**config.mk**
```make
export PLATFORM = sky130hd
export DESIGN_NAME = perf_counter_bank_flat
export DESIGN_NICKNAME = d
export VERILOG_FILES = /design/src/rtl/perf_counter_bank_pkg.sv /design/src/rtl/perf_counter_bank_if.sv /design/src/rtl/perf_counter_bank_ctr_cell.sv /design/src/rtl/perf_counter_bank.sv /design/src/flat_wrapper.sv
export SDC_FILE = /design/constraint.sdc
export NUM_CORES = 1
export LEC_CHECK = 0
export CORE_MARGIN = 8
export CORE_UTILIZATION = 50
export DETAILED_ROUTE_END_ITERATION = 10
export PLACE_DENSITY = 0.74
export SLEW_MARGIN = 20
export SYNTH_ARGS = -nofsm -noshare
export SYNTH_HDL_FRONTEND = slang
export SYNTH_SLANG_ARGS = --single-unit
```
**constraint.sdc**
```tcl
create_clock -name clk -period 2.8 [get_ports clk]
set_clock_uncertainty 0.15 [all_clocks]
set_input_delay 0.42 -clock clk [delete_from_list [all_inputs] [get_ports clk]]
set_output_delay 0.42 -clock clk [all_outputs]
set_load 0.02 [all_outputs]
```
**src/rtl/perf_counter_bank_pkg.sv**
```systemverilog
// Shared types and constants for the performance-counter bank and the CPU top that wires its events.
package perf_pkg;

  typedef enum logic [1:0] {
    PC_IDLE = 2'd0,
    PC_RUN  = 2'd1,
    PC_HALT = 2'd2
  } pc_state_t;

  localparam int PC_MODE_WRAP = 0;
  localparam int PC_MODE_SAT  = 1;

  localparam int EVT_RETIRE   = 0;
  localparam int EVT_BR_TAKEN = 1;
  localparam int EVT_MISPRED  = 2;
  localparam int EVT_STALL    = 3;

endpackage

```
**src/rtl/perf_counter_bank_if.sv**
```systemverilog
// Control, event and readout bundle between the pipeline (master) and the counter bank (slave).
interface perf_counter_bank_if #(
  parameter int NUM_CH = 4,
  parameter int CNT_W  = 32
);
  localparam int SEL_W = $clog2(NUM_CH + 1);

  logic                      strcnt;
  logic                      stpcnt;
  logic                      clr;
  logic [NUM_CH-1:0]         evt;
  logic [NUM_CH-1:0]         ch_en;
  logic                      snap;
  logic [SEL_W-1:0]          rd_sel;
  logic [CNT_W-1:0]          rd_data;
  logic [(NUM_CH+1)*CNT_W-1:0] cnt_flat;
  logic [NUM_CH:0]           ovf;
  logic                      running;

  modport master (
    output strcnt, stpcnt, clr, evt, ch_en, snap, rd_sel,
    input  rd_data, cnt_flat, ovf, running
  );

  modport slave (
    input  strcnt, stpcnt, clr, evt, ch_en, snap, rd_sel,
    output rd_data, cnt_flat, ovf, running
  );

endinterface

```
**src/rtl/perf_counter_bank_ctr_cell.sv**
```systemverilog
// One event counter with wrap-or-saturate increment and a sticky overflow flag.
module perf_ctr_cell
  import perf_pkg::*;
#(
  parameter int CNT_W    = 32,
  parameter int SAT_MODE = PC_MODE_WRAP
) (
  input  logic             clk,
  input  logic             rst_n,
  input  logic             clr,
  input  logic             inc,
  output logic [CNT_W-1:0] cnt,
  output logic             ovf
);

  localparam logic [CNT_W-1:0] ALL_ONES = '1;
  localparam logic [CNT_W-1:0] ONE      = CNT_W'(1);

  function automatic logic [CNT_W-1:0] step(input logic [CNT_W-1:0] v);
    if (v == ALL_ONES) begin
      return (SAT_MODE == PC_MODE_SAT) ? ALL_ONES : '0;
    end
    return v + ONE;
  endfunction

  // clr outranks inc so a clear in a counting cycle leaves the cell at zero
  always_ff @(posedge clk or negedge rst_n) begin
    if (!rst_n) begin
      cnt <= '0;
      ovf <= 1'b0;
    end else if (clr) begin
      cnt <= '0;
      ovf <= 1'b0;
    end else if (inc) begin
      cnt <= step(cnt);
      if (cnt == ALL_ONES) ovf <= 1'b1;
    end
  end

endmodule

```
**src/rtl/perf_counter_bank.sv**
```systemverilog
// Multi-channel performance-monitor bank: run FSM, NUM_CH event counters plus a cycle counter,
// sticky overflow flags and a snapshot shadow set with registered readout.
module perf_counter_bank
  import perf_pkg::*;
#(
  parameter int NUM_CH   = 4,
  parameter int CNT_W    = 32,
  parameter int SAT_MODE = PC_MODE_WRAP
) (
  input  logic               clk,
  input  logic               rst_n,
  perf_counter_bank_if.slave bus
);

  localparam int SEL_W = $clog2(NUM_CH + 1);
  localparam logic [SEL_W-1:0] CYC_SEL = SEL_W'(NUM_CH);

  pc_state_t        state_q, state_d;
  logic             running_q;
  logic             run;
  logic [NUM_CH:0]  inc;
  logic [NUM_CH:0]  ovf_w;
  logic [CNT_W-1:0] cnt_w    [NUM_CH+1];
  logic [CNT_W-1:0] shadow_q [NUM_CH+1];
  logic [CNT_W-1:0] rd_q;

  always_ff @(posedge clk or negedge rst_n) begin
    if (!rst_n) begin
      state_q   <= PC_IDLE;
      running_q <= 1'b0;
    end else begin
      state_q   <= state_d;
      running_q <= (state_d == PC_RUN);
    end
  end

  // Simultaneous start and stop cancel out; clr forces IDLE from anywhere
  always_comb begin
    state_d = state_q;
    if (bus.clr) begin
      state_d = PC_IDLE;
    end else begin
      case (state_q)
        PC_IDLE, PC_HALT: if (bus.strcnt && !bus.stpcnt) state_d = PC_RUN;
        PC_RUN:           if (bus.stpcnt && !bus.strcnt) state_d = PC_HALT;
        default:          state_d = PC_IDLE;
      endcase
    end
  end

  assign run          = (state_q == PC_RUN);
  assign inc[NUM_CH]  = run;
  assign inc[NUM_CH-1:0] = {NUM_CH{run}} & bus.evt & bus.ch_en;

  for (genvar g = 0; g <= NUM_CH; g++) begin : g_cell
    perf_ctr_cell #(
      .CNT_W    (CNT_W),
      .SAT_MODE (SAT_MODE)
    ) u_cell (
      .clk   (clk),
      .rst_n (rst_n),
      .clr   (bus.clr),
      .inc   (inc[g]),
      .cnt   (cnt_w[g]),
      .ovf   (ovf_w[g])
    );
    assign bus.cnt_flat[g*CNT_W +: CNT_W] = cnt_w[g];
  end

  // Shadows capture pre-increment values and deliberately survive clr
  always_ff @(posedge clk or negedge rst_n) begin
    if (!rst_n) begin
      for (int i = 0; i <= NUM_CH; i++) shadow_q[i] <= '0;
    end else if (bus.snap && !bus.clr) begin
      for (int i = 0; i <= NUM_CH; i++) shadow_q[i] <= cnt_w[i];
    end
  end

  always_ff @(posedge clk or negedge rst_n) begin
    if (!rst_n) begin
      rd_q <= '0;
    end else begin
      rd_q <= (bus.rd_sel <= CYC_SEL) ? shadow_q[bus.rd_sel] : '0;
    end
  end

  assign bus.ovf     = ovf_w;
  assign bus.rd_data = rd_q;
  assign bus.running = running_q;

endmodule

```
**src/flat_wrapper.sv**
```systemverilog
// flat-port wrapper written by rule: the top's interface ports become plain ports
module perf_counter_bank_flat import perf_pkg::*;
#(
  parameter int NUM_CH   = 4,
  parameter int CNT_W    = 32,
  parameter int SAT_MODE = PC_MODE_WRAP
)
  (clk, rst_n, bus_strcnt, bus_stpcnt, bus_clr, bus_evt, bus_ch_en, bus_snap, bus_rd_sel, bus_rd_data, bus_cnt_flat, bus_ovf, bus_running);
  perf_counter_bank_if #(.NUM_CH(NUM_CH), .CNT_W(CNT_W)) bus_i ();
  input  logic clk;
  input  logic rst_n;
  input wire logic [$bits(bus_i.strcnt)-1:0] bus_strcnt;
  input wire logic [$bits(bus_i.stpcnt)-1:0] bus_stpcnt;
  input wire logic [$bits(bus_i.clr)-1:0] bus_clr;
  input wire logic [$bits(bus_i.evt)-1:0] bus_evt;
  input wire logic [$bits(bus_i.ch_en)-1:0] bus_ch_en;
  input wire logic [$bits(bus_i.snap)-1:0] bus_snap;
  input wire logic [$bits(bus_i.rd_sel)-1:0] bus_rd_sel;
  output wire logic [$bits(bus_i.rd_data)-1:0] bus_rd_data;
  output wire logic [$bits(bus_i.cnt_flat)-1:0] bus_cnt_flat;
  output wire logic [$bits(bus_i.ovf)-1:0] bus_ovf;
  output wire logic [$bits(bus_i.running)-1:0] bus_running;
  assign bus_i.strcnt = bus_strcnt;
  assign bus_i.stpcnt = bus_stpcnt;
  assign bus_i.clr = bus_clr;
  assign bus_i.evt = bus_evt;
  assign bus_i.ch_en = bus_ch_en;
  assign bus_i.snap = bus_snap;
  assign bus_i.rd_sel = bus_rd_sel;
  assign bus_rd_data = bus_i.rd_data;
  assign bus_cnt_flat = bus_i.cnt_flat;
  assign bus_ovf = bus_i.ovf;
  assign bus_running = bus_i.running;
  perf_counter_bank #(.NUM_CH(NUM_CH), .CNT_W(CNT_W), .SAT_MODE(SAT_MODE)) u_core (.clk(clk), .rst_n(rst_n), .bus(bus_i));
endmodule
```
After elaboration in Yosys (flattened, before gate mapping):

Index checks and enable logic that the tools add are counted.

* logic and storage cells: 117
* input bits: 17
* register bits: 360
* output and inout port bits: 198

* $lt $le $gt $ge: 2
* bitwise gates (word level): 3
* eq/ne operators: 8
* $add $sub $neg: 5
* mux-type cells: 58
* reduce and logical (&&, ||, !) cells: 23

Operator list (count)
* $mux 32: 23
* $add 32x1->32 const B: 5
* $eq 32x32->1 const B: 5
* $bmux 32 s3: 1
* $mux 1: 30
* $reduce_bool 2->1: 10
* $reduce_and 2->1: 5
* $and 4x4->4: 2
* $mux 2: 3
* $eq 2x1->1 const B: 2
* $ge 4x4->1 const B: 1
* $not 3->4: 1
* $pmux 2 s2: 1
* $le 3x3->1 const B: 1
* $logic_and 1x1->1: 3
* $logic_not 1->1: 3
* $eq 2x2->1 const B: 1
* $logic_not 2->1: 1
* $reduce_or 2->1: 1

Depth between registers and ports, before layout:

* depth after elaboration: 8
* gate-level depth with buffers: 8
* mapped depth without buffers: 6

Modules after synthesis:

A second synthesis with hierarchy kept.

* cells, all modules: 1516
* area, all modules: 18536.5 sq um

By module, submodules not included
* perf_ctr_cell: seq. area each 825.8 sq um, times used 5, cells each 196, area each 1969.4 sq um
* perf_counter_bank: seq. area each 4879.7 sq um, times used 1, cells each 536, area each 8689.6 sq um

Worst setup path after synthesis:

OpenSTA, ideal clock, no wires.

* kind: register to register
* start: reg u_core.g_cell[0].u_cell.cnt[10]
* end: reg u_core.g_cell[0].u_cell.cnt[18]
* library setup time: 119 ps
* data arrival time: 2124 ps
* slack: 407 ps
* path buffers: 2
* clock period less this slack: 2393 ps
* cell stages (with the launch flop): 8
* required time: 2531 ps
* path through: dfrtp_1 > nand4_2 > or3_4 > or4_4 > o21ai_2 > buf_6 > buf_6 > nor2_1

* cells in the longest elaborated chain, start to end: 7
* elaborated cells between the ends (all ways): 8
* those cells by class: 1 x add/sub; 1 x eq/ne; 6 x mux

Ends and longest elaborated chain
* start: declaration: RTL line perf_counter_bank_ctr_cell.sv:12 `output logic [CNT_W-1:0] cnt,`
* start signal: assignment: RTL line perf_counter_bank_ctr_cell.sv:35 `cnt <= step(cnt);`
* parallel branches: the longest is 4 deep, another holds $add 32x1->32
* $mux 32 (*): RTL line perf_counter_bank_ctr_cell.sv:23 `return v + ONE;`
* $mux 32 (*): RTL line perf_counter_bank_ctr_cell.sv:34 `end else if (inc) begin`
* $mux 32 (*): RTL line perf_counter_bank_ctr_cell.sv:31 `end else if (clr) begin`

Every way passes the cells marked *. The select of a mux whose other input is x is not followed.
A chain may end at the register's enable or synchronous reset.

Final worst setup path:

* start: reg u_core.g_cell[1].u_cell.cnt[18]
* end: reg u_core.g_cell[1].u_cell.cnt[18]

* cells in the longest elaborated chain, start to end: 7
* elaborated cells between the ends (all ways): 8
* those cells by class: 1 x add/sub; 1 x eq/ne; 6 x mux

Ends and longest elaborated chain (RTL line)
* start: declaration: perf_counter_bank_ctr_cell.sv:12
* start signal: assignment: perf_counter_bank_ctr_cell.sv:35
* parallel branches: the longest is 4 deep, another holds $add 32x1->32
* $mux 32 (*): perf_counter_bank_ctr_cell.sv:23
* $mux 32 (*): perf_counter_bank_ctr_cell.sv:34
* $mux 32 (*): perf_counter_bank_ctr_cell.sv:31

Marked as above.

==> results.sh <==
export IMPL_yosys_top_cells_count="dfrtp_1 (360), nor2_1 (180), mux2_2 (160)"
export IMPL_dp_hpwl_mm=35.0
export IMPL_ff_latch_area_mm2=0.00901
export IMPL_placedCellCount=2098
export IMPL_netlist_area_leader_share=0.545
export IMPL_clock_fmax_mhz=380
export IMPL_cts_buffers_inserted=39
export IMPL_antenna_left=0
export IMPL_cts_sinks=360
export IMPL_finalCoreUtilization=0.647
export IMPL_criticalPathCategory="register to register"
export IMPL_avgViaCountPerCell=5.75
export IMPL_clockPowerShare=0.488
export IMPL_ys_ff_latch=360
export IMPL_tns_ps=0
export IMPL_pin_count=215
export IMPL_hold_viol_final=0
export IMPL_fin_nets=1720
export IMPL_sequentialPowerShare=0.472
export IMPL_crit_required_ps=3050
export IMPL_rows=66
export IMPL_grt_total_usage=0.244
export IMPL_post_cts_buffers=0
export IMPL_crit_fanout=17
export IMPL_ir_drop_mv=0.386
export IMPL_ys_warn_count=0
export IMPL_synth_seq_area_share=0.545
export IMPL_ctsHoldBuffers=1
export IMPL_maxCapViolations=0
export IMPL_hp_class="input pin to asynchronous set/reset pin"
export IMPL_layout_cells_non_filler=2169
export IMPL_rsz0062_at_grt="false"
export IMPL_outcome="complete, no violations"
export IMPL_ys_async_sr_fraction=1.00
export IMPL_cp_slowest_cell="dfrtp_1"
export IMPL_synth_distinct_cells=58
export IMPL_grt_overflow=0
export IMPL_cts_root_buf="clkbuf_16"
export IMPL_syn_inst=1436
export IMPL_initialDrtViolationCount=886
export IMPL_tightestPinTransition_ps=995
export IMPL_combPwrFrac=0.040
export IMPL_cts_path_max_buffers=3
export IMPL_start_util=0.508
export IMPL_clk_latency_ps=530
export IMPL_path_clk_slew_ps=60
export IMPL_syn_nets=1458
export IMPL_cp_end_kind="register"
export IMPL_setup_viol_count_final=0
export IMPL_coreArea_mm2=0.0325
export IMPL_drtPass1Iterations=5
export IMPL_drive_gt1_frac=0.207
export IMPL_swShare=0.217
export IMPL_num_fill_cells=2474
export IMPL_die_w_um=198
export IMPL_yosys_top_cells_area="dfrtp_1 (55%), mux2_2 (11%), xor2_1 (4.6%), mux4_2 (4.4%), nor2_1 (4.1%)"
export IMPL_fin_crit_sh=0.939
export IMPL_synth_top_area_cell="dfrtp_1"
export IMPL_tritoncts="yes"
export IMPL_power_internal_mw=8.67
export IMPL_power_per_cell_area_mw_per_mm2=526
export IMPL_cts_repair_resized=0
export IMPL_syn_area_mm2=0.0165
export IMPL_cts_max_level=2
export IMPL_switching_power_mw=2.40
export IMPL_dieArea_mm2=0.0391
export IMPL_drc=0
export IMPL_final_max_slew_viol_count=0
export IMPL_ys_flop_type="dfrtp_1"
export IMPL_num_vias=12500
export IMPL_finalPower_mw=11.1
export IMPL_port_buffers=214
export IMPL_grt_max_degree=74
export IMPL_post_drt_wl_per_cell_um=22.1
export IMPL_worstPathCellList="nand4_1 -> nor4_1 -> buf_4 -> nand4_1 -> o21ai_2 -> buf_4 -> nor2_1"
export IMPL_start_kind="register"
export IMPL_finalWeightedCongestion=0.937
export IMPL_antenna_found_initial=0
export IMPL_die_height_um=198
export IMPL_fin_crit_ps=2630
export IMPL_leakage_nw=9.12
export IMPL_wl_mm=47.9
export IMPL_antenna_cells=0
export IMPL_maxSlewHeadroom=0.332
export IMPL_syn_area_per_cell_um2=11.5
export IMPL_multi_input_area_mm2=0.00704
export IMPL_synth_most_common_cell="dfrtp_1"
export IMPL_synth_edf_count=0
export IMPL_syn_to_final_growth_pct=27.4
export IMPL_grt_pass1_vias=12600
export IMPL_grt_pass1_wl_mm=74.4
export IMPL_critical_path_arrival_ps=2870
export IMPL_cp_slowest_stage_delay_ps=550
## worst max-delay path, delay by kind of cell, from the launching register on
kind            cells  cell delay [ps]
compound gates      1              210
flops               1              550
simple gates        4             1130
buf+inv             2              450
## area by class of cell
cell class | instances | share of cell area
timing repair buffer | 289 | 0.138
sequential | 360 | 0.428
multi-input combinational | 958 | 0.334
clock inverter | 15 | 0.0105
tap | 442 | 0.0263
inverter | 50 | 0.00892
clock buffer | 55 | 0.0540
## power groups by stage
stage	clock network, mW	registers, mW	logic (mW)
floorplan	0	5.32	0.191
global placement	0	5.32	0.439
detailed placement	0	5.32	0.443
CTS	5.47	5.23	0.445
global route	5.68	5.22	0.479
finish	5.40	5.23	0.440
## path summary, 6_finish.rpt
check	to	startpoint	slack (ps)	depth (start not counted)
max in group asynchronous	u_core.shadow_q[80]$_DFFE_PN0P_	rst_n	1390	3
min reg2reg	u_core.bus.rd_data[8]$_DFF_PN0_	u_core.shadow_q[8]$_DFFE_PN0P_	330	2
min in group clk	u_core.bus.rd_data[8]$_DFF_PN0_	u_core.shadow_q[8]$_DFFE_PN0P_	330	2
min	u_core.bus.rd_data[7]$_DFF_PN0_	rst_n	330	2
max reg2reg	u_core.g_cell[1].u_cell.cnt[18]$_DFFE_PN0P_	u_core.g_cell[1].u_cell.cnt[18]$_DFFE_PN0P_	170	7
max	u_core.g_cell[1].u_cell.cnt[18]$_DFFE_PN0P_	u_core.g_cell[1].u_cell.cnt[18]$_DFFE_PN0P_	170	7
## cells in the final DEF, fill, tap and decap left out, types with 49 or more instances in the layout
cell type,instances
clkdlybuf4s50_1,212
xnor2_1,51
buf_4,58
nand3_1,63
inv_1,49
nor2_1,180
nand2_1,104
mux2_2,160
nand4_1,60
dfrtp_1,360
xor2_1,86
## layer usage
metal	global-route usage	routed length, µm	vias up
met5	0	0	-
met4	0.0708	1150	0
met3	0.0504	3520	84
met2	0.390	22600	477
met1	0.335	20700	6339
li1	-	-	5568
## registers in the layout, indices dropped and copies added, names as in the netlist
name / cells
u_core.bus.rd_data: 32
u_core.g_cell.u_cell.ovf: 5
u_core.g_cell.u_cell.cnt: 160
u_core.bus.running: 1
u_core.shadow_q: 160
u_core.state_q: 2
## kinds of logic after synthesis
logic type                 share of synthesized area
adders and majority gates                    0.00379
AOI/OAI and AO/OA                             0.0384
and+or+nand+nor                                0.156
buffers and inverters                         0.0305
xor gates and xnor gates                      0.0726
DFF                                            0.545
muxes                                          0.153
## metrics by stage
| stage | hold slack [ps] | worst slack [ps] | area (µm²) |
|---|---|---|---|
| 4_1_cts | 331 | 229 | 21100 |
| 3_5_place_dp | 303 | 120 | 19700 |
| 6_report | 328 | 171 | 21100 |
| 3_3_place_gp | 301 | 124 | 19700 |
| 5_1_grt | 371 | 138 | 21100 |
| 2_1_floorplan | -25.6 | 407 | 16500 |
Power figures use the tool's default switching activity.
